`src/rtl/ram_arbiter.sv`:
```
// ram_arbiter: shares one RAM port between the I- and D-cache ports of CPUS cores.
// Ports: CLK/RST, per-core iREN/iaddr/iwait/iload, dREN/dWEN/daddr/dstore/dwait/dload, err, RAM side ram*.
module ram_arbiter #(
  parameter int CPUS    = 2,
  parameter int AW      = 32,
  parameter int DW      = 32,
  parameter int RR_MODE = 1
) (
  input  logic              CLK,
  input  logic              RST,
  input  logic [CPUS-1:0]    iREN,
  input  logic [CPUS*AW-1:0] iaddr,
  output logic [CPUS-1:0]    iwait,
  output logic [CPUS*DW-1:0] iload,
  input  logic [CPUS-1:0]    dREN,
  input  logic [CPUS-1:0]    dWEN,
  input  logic [CPUS*AW-1:0] daddr,
  input  logic [CPUS*DW-1:0] dstore,
  output logic [CPUS-1:0]    dwait,
  output logic [CPUS*DW-1:0] dload,
  output logic [CPUS-1:0]    err,
  output logic [AW-1:0]      ramaddr,
  output logic [DW-1:0]      ramstore,
  output logic               ramREN,
  output logic               ramWEN,
  input  logic [DW-1:0]      ramload,
  input  logic [1:0]         ramstate
);

  localparam int GW  = (CPUS > 1) ? $clog2(CPUS) : 1;
  localparam int GW1 = GW + 1;

  localparam logic ARB  = 1'b0;
  localparam logic HOLD = 1'b1;

  localparam logic [1:0] ST_ERROR = 2'd3;

  logic          state_q, state_d;
  logic [GW-1:0] rr_q, rr_d;
  logic [GW-1:0] gcore_q, gcore_d;
  logic          gdata_q, gdata_d;

  logic [CPUS-1:0] dreq;
  logic [CPUS-1:0] elig;

  assign dreq = dREN | dWEN;
  assign elig = dreq | iREN;

  // Rotate eligibility so the search always starts at bit 0,
  // then map the hit back to a real core index.
  logic [CPUS-1:0] rot;
  logic [GW-1:0]   base;
  logic [GW-1:0]   sel;
  logic [GW1-1:0]  idx;
  logic            found;

  always_comb begin
    base  = (RR_MODE != 0) ? rr_q : '0;
    rot   = CPUS'({elig, elig} >> base);
    sel   = '0;
    idx   = '0;
    found = 1'b0;
    for (int i = 0; i < CPUS; i++) begin
      if (!found && rot[i]) begin
        found = 1'b1;
        idx   = {1'b0, base} + GW1'(i);
        if (idx >= GW1'(CPUS)) begin
          idx = idx - GW1'(CPUS);
        end
        sel = idx[GW-1:0];
      end
    end
  end

  logic          g_dren, g_dwen, g_iren;
  logic [AW-1:0] g_daddr, g_iaddr;
  logic [DW-1:0] g_dstore;

  always_comb begin
    g_dren   = 1'b0;
    g_dwen   = 1'b0;
    g_iren   = 1'b0;
    g_daddr  = '0;
    g_iaddr  = '0;
    g_dstore = '0;
    for (int k = 0; k < CPUS; k++) begin
      if (gcore_q == GW'(k)) begin
        g_dren   = dREN[k];
        g_dwen   = dWEN[k];
        g_iren   = iREN[k];
        g_daddr  = daddr[k*AW +: AW];
        g_iaddr  = iaddr[k*AW +: AW];
        g_dstore = dstore[k*DW +: DW];
      end
    end
  end

  logic hold, greq, done, abort_req;

  // ramstate[1] set means ACCESS or ERROR, i.e. the RAM has finished.
  assign hold      = (state_q == HOLD) & ~RST;
  assign greq      = gdata_q ? (g_dren | g_dwen) : g_iren;
  assign done      = hold & ramstate[1];
  assign abort_req = hold & ~greq & ~ramstate[1];

  assign ramREN   = hold & (gdata_q ? (g_dren & ~g_dwen) : 1'b1);
  assign ramWEN   = hold & gdata_q & g_dwen;
  assign ramaddr  = hold ? (gdata_q ? g_daddr : g_iaddr) : '0;
  assign ramstore = (hold & gdata_q) ? g_dstore : '0;

  logic hit;

  always_comb begin
    iwait = '0;
    dwait = '0;
    iload = '0;
    dload = '0;
    err   = '0;
    hit   = 1'b0;
    for (int k = 0; k < CPUS; k++) begin
      hit      = done & (gcore_q == GW'(k));
      iwait[k] = iREN[k] & ~(hit & ~gdata_q);
      dwait[k] = dreq[k] & ~(hit & gdata_q);
      err[k]   = hit & (ramstate == ST_ERROR);
      if (hit & ~gdata_q) begin
        iload[k*DW +: DW] = ramload;
      end
      if (hit & gdata_q) begin
        dload[k*DW +: DW] = ramload;
      end
    end
  end

  always_comb begin
    state_d = state_q;
    rr_d    = rr_q;
    gcore_d = gcore_q;
    gdata_d = gdata_q;
    unique case (1'b1)
      (state_q == ARB): begin
        if (found) begin
          state_d = HOLD;
          gcore_d = sel;
          gdata_d = dreq[sel];
        end
      end
      (state_q == HOLD): begin
        if (done) begin
          state_d = ARB;
          if (RR_MODE != 0) begin
            rr_d = (gcore_q == GW'(CPUS - 1)) ? '0 : gcore_q + GW'(1);
          end
        end else if (abort_req) begin
          state_d = ARB;
        end
      end
    endcase
  end

  always_ff @(posedge CLK) begin
    if (RST) begin
      state_q <= ARB;
      rr_q    <= '0;
      gcore_q <= '0;
      gdata_q <= 1'b0;
    end else begin
      state_q <= state_d;
      rr_q    <= rr_d;
      gcore_q <= gcore_d;
      gdata_q <= gdata_d;
    end
  end

endmodule

```
`config.mk`:
```
export PLATFORM = sky130hd
export DESIGN_NAME = ram_arbiter
export DESIGN_NICKNAME = d
export VERILOG_FILES = /design/src/rtl/ram_arbiter.sv
export SDC_FILE = /design/constraint.sdc
export NUM_CORES = 1
export LEC_CHECK = 0
export ABC_AREA = 1
export CAP_MARGIN = 20
export CORE_AREA = 4 4 165 167
export DETAILED_ROUTE_END_ITERATION = 10
export DIE_AREA = 0 0 169 171
export DONT_BUFFER_PORTS = 1
export GPL_ROUTABILITY_DRIVEN = 0
export PLACE_DENSITY = 0.3
export REMOVE_ABC_BUFFERS = 1
export SLEW_MARGIN = 20
export SYNTH_ARGS = -nofsm -noshare
export SYNTH_HDL_FRONTEND = slang
export SYNTH_SLANG_ARGS = --single-unit
```
`constraint.sdc`:
```
create_clock -name CLK -period 2.11 [get_ports CLK]
set_input_delay 0.211 -clock CLK [delete_from_list [all_inputs] [get_ports CLK]]
set_output_delay 0.211 -clock CLK [all_outputs]
set_load 0.01 [all_outputs]
```
* Yosys cells after proc, flatten, opt, wreduce, memory -nomap -nowiden *
Index checks and enable logic that the tools add are counted.

storage, ports and cells
  output and inout port bits = 200
  register bits after elaboration = 4
  input bits = 234
  word-level logic and storage cells = 79

operators by class
  eq/ne operators = 1
  order comparisons = 3
  $add $sub $neg = 4
  reductions and logical operators = 4
  bitwise operators = 34
  shifts and indexed selects = 1
  mux-type cells = 28

operator list
  kind                                                                count
  2-to-1 mux 32 bit                                                   10
  AND 1 bit                                                           20
  2-to-1 mux 1 bit                                                    17
  inverter 1 bit                                                      11
  bitwise OR 2 bit                                                    2
  AND reduction 2 bit                                                 2
  right shift 4 x 1 -> 2 bit                                          1
  adder 1 x 1 -> 2 bit (second input constant)                        1
  equality test 2 bit (second input constant)                         1
  greater-or-equal comparator 1 x 2 -> 1 bit (second input constant)  1
  greater-or-equal comparator 2 bit (second input constant)           1
  < comparator 1 x 2 -> 1 bit (second input constant)                 1
  one-hot mux 1 bit (2 select lines)                                  1
  subtractor 1 bit (second input constant)                            2
  adder 1 bit (second input constant)                                 1
  logical AND 1 bit                                                   1
  zero test 1 bit                                                     1
  bitwise OR 1 bit                                                    1

* Logic depth before layout (Yosys ltp) *
Gate-level depths: netlist of the first run.

  word-level depth = 9
  gate-level depth with buffers = 9
  mapped depth without buffers = 8

* Least setup slack after synthesis of the first run *
No wires, ideal clock.

  path type = reg-to-output
  start = register gcore_q
  end = output err[1]
  data arrival time = 1.153 ns
  stages on the path, launching flop included = 6
  slack = 0.746 ns
  path through = dfxtp_1 inv_2 buf_6 buf_2 buf_2 nor3_1

on the way
  longest elaborated chain between the ends = 2

RTL lines
  item                    line  RTL
  from (decl)             40    logic [GW-1:0] gcore_q, gcore_d;
  from (signal assigned)  169   gcore_q <= gcore_d;
  AND 1 bit               121   hit = done & (gcore_q == GW'(k));
  AND 1 bit               124   err[k] = hit & (ramstate == ST_ERROR);
  to (decl)               21    output logic [CPUS-1:0] err,

Every way passes these cells.

* Worst setup path in the final report of the first run *
  start = register gdata_q
  end = output iload[29]

on the way
  longest elaborated chain between the ends = 3

RTL lines
  item                    line  RTL
  from (decl)             41    logic gdata_q, gdata_d;
  from (signal assigned)  170   gdata_q <= gdata_d;
  inverter 1 bit          125   if (hit & ~gdata_q) begin
  AND 1 bit               125
  2-to-1 mux 32 bit       125
  to (decl)               14    output logic [CPUS*DW-1:0] iload,

Every way passes these cells.

==> out/qor.csv, run 1 <==
stage,metric,value,unit
synthesis,synth unique cells,20,
clocking,cts repair resizes,0,
worst_setup_path,critical path data required time,1.90,ns
floorplan,row cnt,59,
grt,antenna violations before repair,3,
clocking,Worst-path clk slew,0.03,ns
sta,Final WS setup,0.1531,ns
detailed_routing,total wire length,17.98,mm
floorplan,die area,28900,µm²
clocking,setup bufs post-CTS,0,
synthesis,Synth Register Bits,4,
synthesis,Post-Syn Instances,598,
synthesis,area of the mapped netlist,2685,µm²
sta,worst relative slew slack,54.41,%
power_and_ir_drop,peak supply drop,0.0001872,V
final_layout,share of cells above drive strength 1,17.30,%
power_and_ir_drop,net switching power,0.4945,mW
power_and_ir_drop,leak pwr,1.861,nW
floorplan,Initial Utilization,10.42,%
sta,final hold viol count,0,
placed_design,Area after DPL,3596,µm²
floorplan,Die Span X,169,µm
detailed_routing,initial DRC count,199,
sta,Max Freq,511.0,MHz
placed_design,port bufs,0,
detailed_routing,Via density,4.166,
detailed_routing,DRC,0,
final_layout,Nets,888,
grt,first-pass GRT wire length,23.63,mm
sta,Final Skew,0.0001464,ns
worst_setup_path,critical path launch point type,flip-flop,
power_and_ir_drop,Net Sw Frac,48.16,%
clocking,Num CTS Buffers,3,
final_layout,footprint of the multi-input gates,2113,µm²
sta,Tcrit/Tclk final,92.74,%
synthesis,YS warnings,0,
clocking,clock tree buffer depth,2,
detailed_routing,Vias,4129,
power_and_ir_drop,register share of total power,8.4,%
floorplan,Die H,171,µm
worst_hold_path,HP Class,in -> reg,
sta,Final Max Slew Viols,0,
clocking,H-tree depth,1,
power_and_ir_drop,overall power after layout,1.027,mW
synthesis,top post-synthesis cells by area,"nor2_1, a21oi_1, nand2_1, o21ai_0, inv_1",
synthesis,leading area contributor after synthesis,nor2_1,
power_and_ir_drop,Comb pwr share,61.1,%
worst_setup_path,crit path DAT,1.75,ns
detailed_routing,WL/cell,18.14,µm
final_layout,Finished Cell Area,3682,µm²
final_layout,area growth from synthesis to final layout,37.14,%
detailed_routing,Antenna Nets Post-Route,0,
outcome,status,"finished, final reports clean",
final_layout,filler cell count,3080,
clocking,clock sinks,4,
placed_design,DP Worst Slack,0.3154,ns
synthesis,mean area per synthesized cell,4.490,µm²
grt,grt ovf,0,
sta,final count of negative-setup-slack endpoints,0,
run,MaxCap Viol Count,0,
floorplan,I/O Pins,434,
synthesis,Yosys top cell area share,36.35,%
final_layout,most common library cell in the layout ignoring fill and taps,nor2_1,
final_layout,most frequent cells in the layout,"nor2_1, buf_4, nand2_1",
worst_setup_path,WS Path Type,reg -> out,
clocking,CTS Hold Bufs,0,
sta,RSZ-0062 raised after global routing,no,
power_and_ir_drop,clock share of power,30.5,%
final_layout,Seq. cell area,85.08,µm²
worst_setup_path,Crit Path Max Fanout,18,
floorplan,Core Area,25760,µm²
grt,number of global-route vias before repair,3750,
power_and_ir_drop,PwrDens,278.8,nW/µm²
worst_setup_path,Crit. End Element,output port,
detailed_routing,DRT Pass-1 Iters,5,
synthesis,sequential share of the synthesized area,2.982,%
grt,largest net degree at the start of global routing,65,
grt,global-route usage over all layers,10.66,%
clocking,clk_lat worst skew,0.23,ns
clocking,CTS Root Cell,clkbuf_16,
clocking,CTS tree,yes,
power_and_ir_drop,P_int,0.5322,mW
sta,Period minus WS final,1.957,ns
placed_design,detailed placer's ending HPWL,15.22,mm
sta,actual slew at the worst max-slew pin,0.6786,ns
[routing by layer]
layer | vias up | global-route usage (%) | share of wire, %
met5 | - | 0 | 0.11
met4 | 2 | 2.170 | 1.5
met3 | 12 | 1.687 | 7.9
met2 | 298 | 22.22 | 55
met1 | 1854 | 11.08 | 35
li1 | 1963 | - | -
[sequential cells by signal, summed over array words and instances (netlist names)]
register / count
state_q: 1
gcore_q: 1
base: 1
gdata_q: 1
[path summary, 6_finish.rpt]
check / from / end / slack [ns] / cells after the start
hold reg to reg: base$_SDFFE_PP0P_ / base$_SDFFE_PP0P_ / 0.51 / 2
hold / removal: RST / state_q$_SDFF_PP0_ / 0.05 / 1
setup reg to reg: gcore_q$_SDFFE_PP0P_ / state_q$_SDFF_PP0_ / 0.69 / 9
setup / recovery: gdata_q$_SDFFE_PP0P_ / iload[29] / 0.15 / 4
[cells by family after synthesis]
kind of cell / after synthesis / share of synthesized area (%)
compound gates: 138 / 25.82
simple gates: 361 / 52.89
buf+inv: 95 / 18.31
flops: 4 / 2.982
[worst max-delay path, cell delays in order, from the launching register on]
cell and delay, ns:
dfxtp_2 0.33, inv_2 0.34, nand2_2 0.34, buf_4 0.29
nor2_1 0.20
[power groups by stage]
stage | combinational (mW) | clock [mW] | sequential (mW)
after CTS | 0.640 | 0.320 | 0.0867
after global routing | 0.704 | 0.322 | 0.0872
after floorplan | 0.368 | 0 | 0.121
after global placement | 0.636 | 0 | 0.0881
final | 0.627 | 0.313 | 0.0867
after detailed placement | 0.638 | 0 | 0.0879
[final cells by class]
class | count | share of cell area, %
Antenna cell | 3 | 0.2039
Clock buffer | 4 | 2.141
Inverter | 48 | 4.893
Multi-Input combinational cell | 499 | 57.39
Sequential cell | 4 | 2.311
Tap cell | 335 | 11.38
Timing Repair Buffer | 98 | 21.68
[synth_stat cells (all sizes together)]
library cell and count:
dfxtp 4, inv 48, nor3 2, buf 38, nand2 93, o21ai 65, a211oi 1, clkbuf 9
nand3 3, nor2 263, a21oi 72
[through the flow]
| stage | setup TNS [ns] | std cells | util (%) | hold WS [ns] |
|---|---|---|---|---|
| floorplan | -280.76 | 551 | - | 0.2801 |
| global placement | 0 | 984 | 13.96 | 0.2834 |
| detailed placement | 0 | 984 | 13.96 | 0.2833 |
| CTS | 0 | 988 | 14.26 | 0.04459 |
| global route | 0 | 991 | 14.29 | 0.04776 |
| finish | 0 | 991 | 14.29 | 0.04932 |
Power figures use the tool's default switching activity.
==> run 2, diff against run 1 <==
--- a/config.mk
+++ b/config.mk
@@ -7,13 +7,14 @@
 export LEC_CHECK = 0
 export ABC_AREA = 1
 export CAP_MARGIN = 20
-export CORE_AREA = 4 4 165 167
+export CORE_AREA = 4 4 168 170
 export DETAILED_ROUTE_END_ITERATION = 10
-export DIE_AREA = 0 0 169 171
+export DIE_AREA = 0 0 172 174
 export DONT_BUFFER_PORTS = 1
 export GPL_ROUTABILITY_DRIVEN = 0
 export PLACE_DENSITY = 0.3
 export REMOVE_ABC_BUFFERS = 1
+export SETUP_SLACK_MARGIN = 0.5
 export SLEW_MARGIN = 20
 export SYNTH_ARGS = -nofsm -noshare
 export SYNTH_HDL_FRONTEND = slang
==> run 2 against run 1 <==
Clock skew grew 0.0025 ns. Critical path depth rose by 4. Fmax up 8.9%. Final area is 49% higher. Power up 38%. Combinational power is 63% higher. Sequential power rose by 14%. Core utilization is 6.2 points higher. Register-to-register slack improved by 0.09 ns. Critical path type unchanged.
==> out/qor.csv, run 2 (synthesis results as in run 1) <==
stage,metric,value,unit
detailed_routing,WL/cell,22.61,µm
worst_setup_path,total stage count of the critical path,8,
worst_setup_path,WS Path Type,reg -> out,
worst_setup_path,Crit Path Max Fanout,8,
clocking,H-tree depth,1,
detailed_routing,DRC,0,
power_and_ir_drop,register share of total power,6.9,%
placed_design,detailed placer's ending HPWL,14.21,mm
grt,first-pass GRT wire length,26.37,mm
detailed_routing,total wire length,22.73,mm
grt,grt ovf,0,
floorplan,die area,29930,µm²
grt,global-route usage over all layers,11.72,%
clocking,clock tree buffer depth,2,
clocking,Num CTS Buffers,3,
worst_setup_path,worst path bufs/invs,3,
final_layout,most common library cell in the layout ignoring fill and taps,nor2_1,
clocking,CTS Hold Bufs,0,
final_layout,post-layout util,20.50,%
power_and_ir_drop,Comb pwr share,71.7,%
grt,largest net degree at the start of global routing,40,
clocking,CTS tree,yes,
detailed_routing,DRT Pass-1 Iters,4,
detailed_routing,Vias,4509,
floorplan,I/O Pins,434,
worst_setup_path,Worst path most repeated cell,nor2_4,
worst_setup_path,CP max stage cell,dfxtp_2,
final_layout,most frequent cells in the layout,"nor2_1, nor2_4, nand2_1",
power_and_ir_drop,Net Sw Frac,50.06,%
final_layout,area growth from synthesis to final layout,104.0,%
worst_setup_path,critical path's top delay family,simple AND/OR/NAND/NOR gates,
placed_design,port bufs,0,
power_and_ir_drop,PwrDens,259.4,nW/µm²
detailed_routing,Via density,4.487,
sta,Hold Slack,0.04426,ns
sta,final hold viol count,0,
worst_setup_path,critical path launch point type,flip-flop,
clocking,clk_lat worst skew,0.22,ns
worst_setup_path,max incr delay on CP,0.32,ns
worst_setup_path,crit path DAT,1.59,ns
final_layout,Nets,898,
worst_setup_path,critical path data required time,1.90,ns
final_layout,Finished Cell Area,5478,µm²
power_and_ir_drop,leak pwr,2.117,nW
worst_hold_path,HP Class,in -> reg,
worst_hold_path,WHS Path Cells,1,
power_and_ir_drop,net switching power,0.7113,mW
sta,RSZ-0062 raised after global routing,yes,
floorplan,Die H,174,µm
clocking,CTS Root Cell,clkbuf_16,
sta,final count of negative-setup-slack endpoints,0,
floorplan,Core Area,26730,µm²
sta,Final Max Slew Viols,0,
grt,number of global-route vias before repair,4185,
detailed_routing,Antenna Nets Post-Route,0,
outcome,status,"finished, final reports clean",
grt,antenna violations before repair,1,
worst_setup_path,"Critical Path, Cell by Cell","inv_2, nor2_4, nand2_4, nor2_4, nand2_4, buf_12, clkbuf_16, nor2_4",
power_and_ir_drop,clock share of power,21.3,%
sta,Final Skew,0.002684,ns
worst_setup_path,Crit. End Element,output port,
final_layout,share of cells above drive strength 1,48.11,%
floorplan,Die Span X,172,µm
sta,Tcrit/Tclk final,85.14,%
floorplan,row cnt,60,
placed_design,Area after DPL,3251,µm²
sta,actual slew at the worst max-slew pin,0.4801,ns
power_and_ir_drop,P_int,0.7097,mW
clocking,Worst-path clk slew,0.03,ns
sta,Period minus WS final,1.797,ns
sta,worst relative slew slack,67.99,%
floorplan,Initial Utilization,10.05,%
sta,Max Freq,556.6,MHz
power_and_ir_drop,overall power after layout,1.421,mW
clocking,clock sinks,4,
worst_setup_path,R2R cell count,9,
detailed_routing,initial DRC count,166,
power_and_ir_drop,peak supply drop,0.0001654,V
run,MaxCap Viol Count,0,
-- run 2: cell types whose count changed in the layout (fill, tap and decap cells not counted), sizes merged --
cell / before / now
diode: 3 / 1
nand2: 93 / 96
buf: 98 / 95
clkbuf: 4 / 14
-- run 2: metrics by stage --
step                TNS (ns)  instances  setup WS (ns)
floorplan            -280.76        551         -1.969
global placement           0        948        0.04071
detailed placement         0        948         0.1035
CTS                        0        984         0.3039
global route               0       1005         0.2266
finish                     0       1005         0.3135
-- run 2: path summary, 6_finish.rpt --
kind | start | endpoint | slack [ns]
max | state_q$_SDFF_PP0_ | iload[21] | 0.31
min | RST | gcore_q$_SDFFE_PP0P_ | 0.04
max reg2reg | gcore_q$_SDFFE_PP0P_ | state_q$_SDFF_PP0_ | 0.78
min reg2reg | base$_SDFFE_PP0P_ | base$_SDFFE_PP0P_ | 0.51
-- run 2: final cells by class --
type | instances | area (µm²)
fillers | 2993 | 21250
multi-input cells | 502 | 3272
repair buffers | 105 | 1414
well taps | 341 | 426.7
inverters | 48 | 195.2
flip-flops and latches | 4 | 88.84
clock buffers | 4 | 78.83
diodes | 1 | 2.502
-- run 2: what timing repair did --
| action | 4_1_cts | 5_1_grt |
|---|---|---|
| setup endpoints to repair | 197 | 197 |
| setup buffers | 20 | 8 |
| resized for setup | 253 | 138 |
| pin swaps | 20 | 39 |
| gates cloned | 12 | 12 |
-- run 2: power groups by stage --
stage / sequential (mW) / clock (mW) / combinational, mW
floorplan: 0.121 / 0 / 0.368
global placement: 0.0897 / 0 / 0.602
detailed placement: 0.0906 / 0 / 0.601
CTS: 0.0971 / 0.306 / 0.851
global route: 0.0995 / 0.315 / 1.09
finish: 0.0986 / 0.303 / 1.02
-- run 2: worst reg2reg max path, delay by kind of cell (launching register included) --
kind                   cells  cell delay (ns)
buffers and inverters      2             0.33
DFF                        1             0.42
and+or+nand+nor            6             0.38
AOI/OAI and AO/OA          1             0.06
-- run 2: per-layer routing --
layer	routed length [µm]	track usage (%)	up-vias
met5	0	0	-
met4	552	3.177	0
met3	1618	1.228	25
met2	12140	23.26	324
met1	8411	12.87	2158
li1	-	-	2002
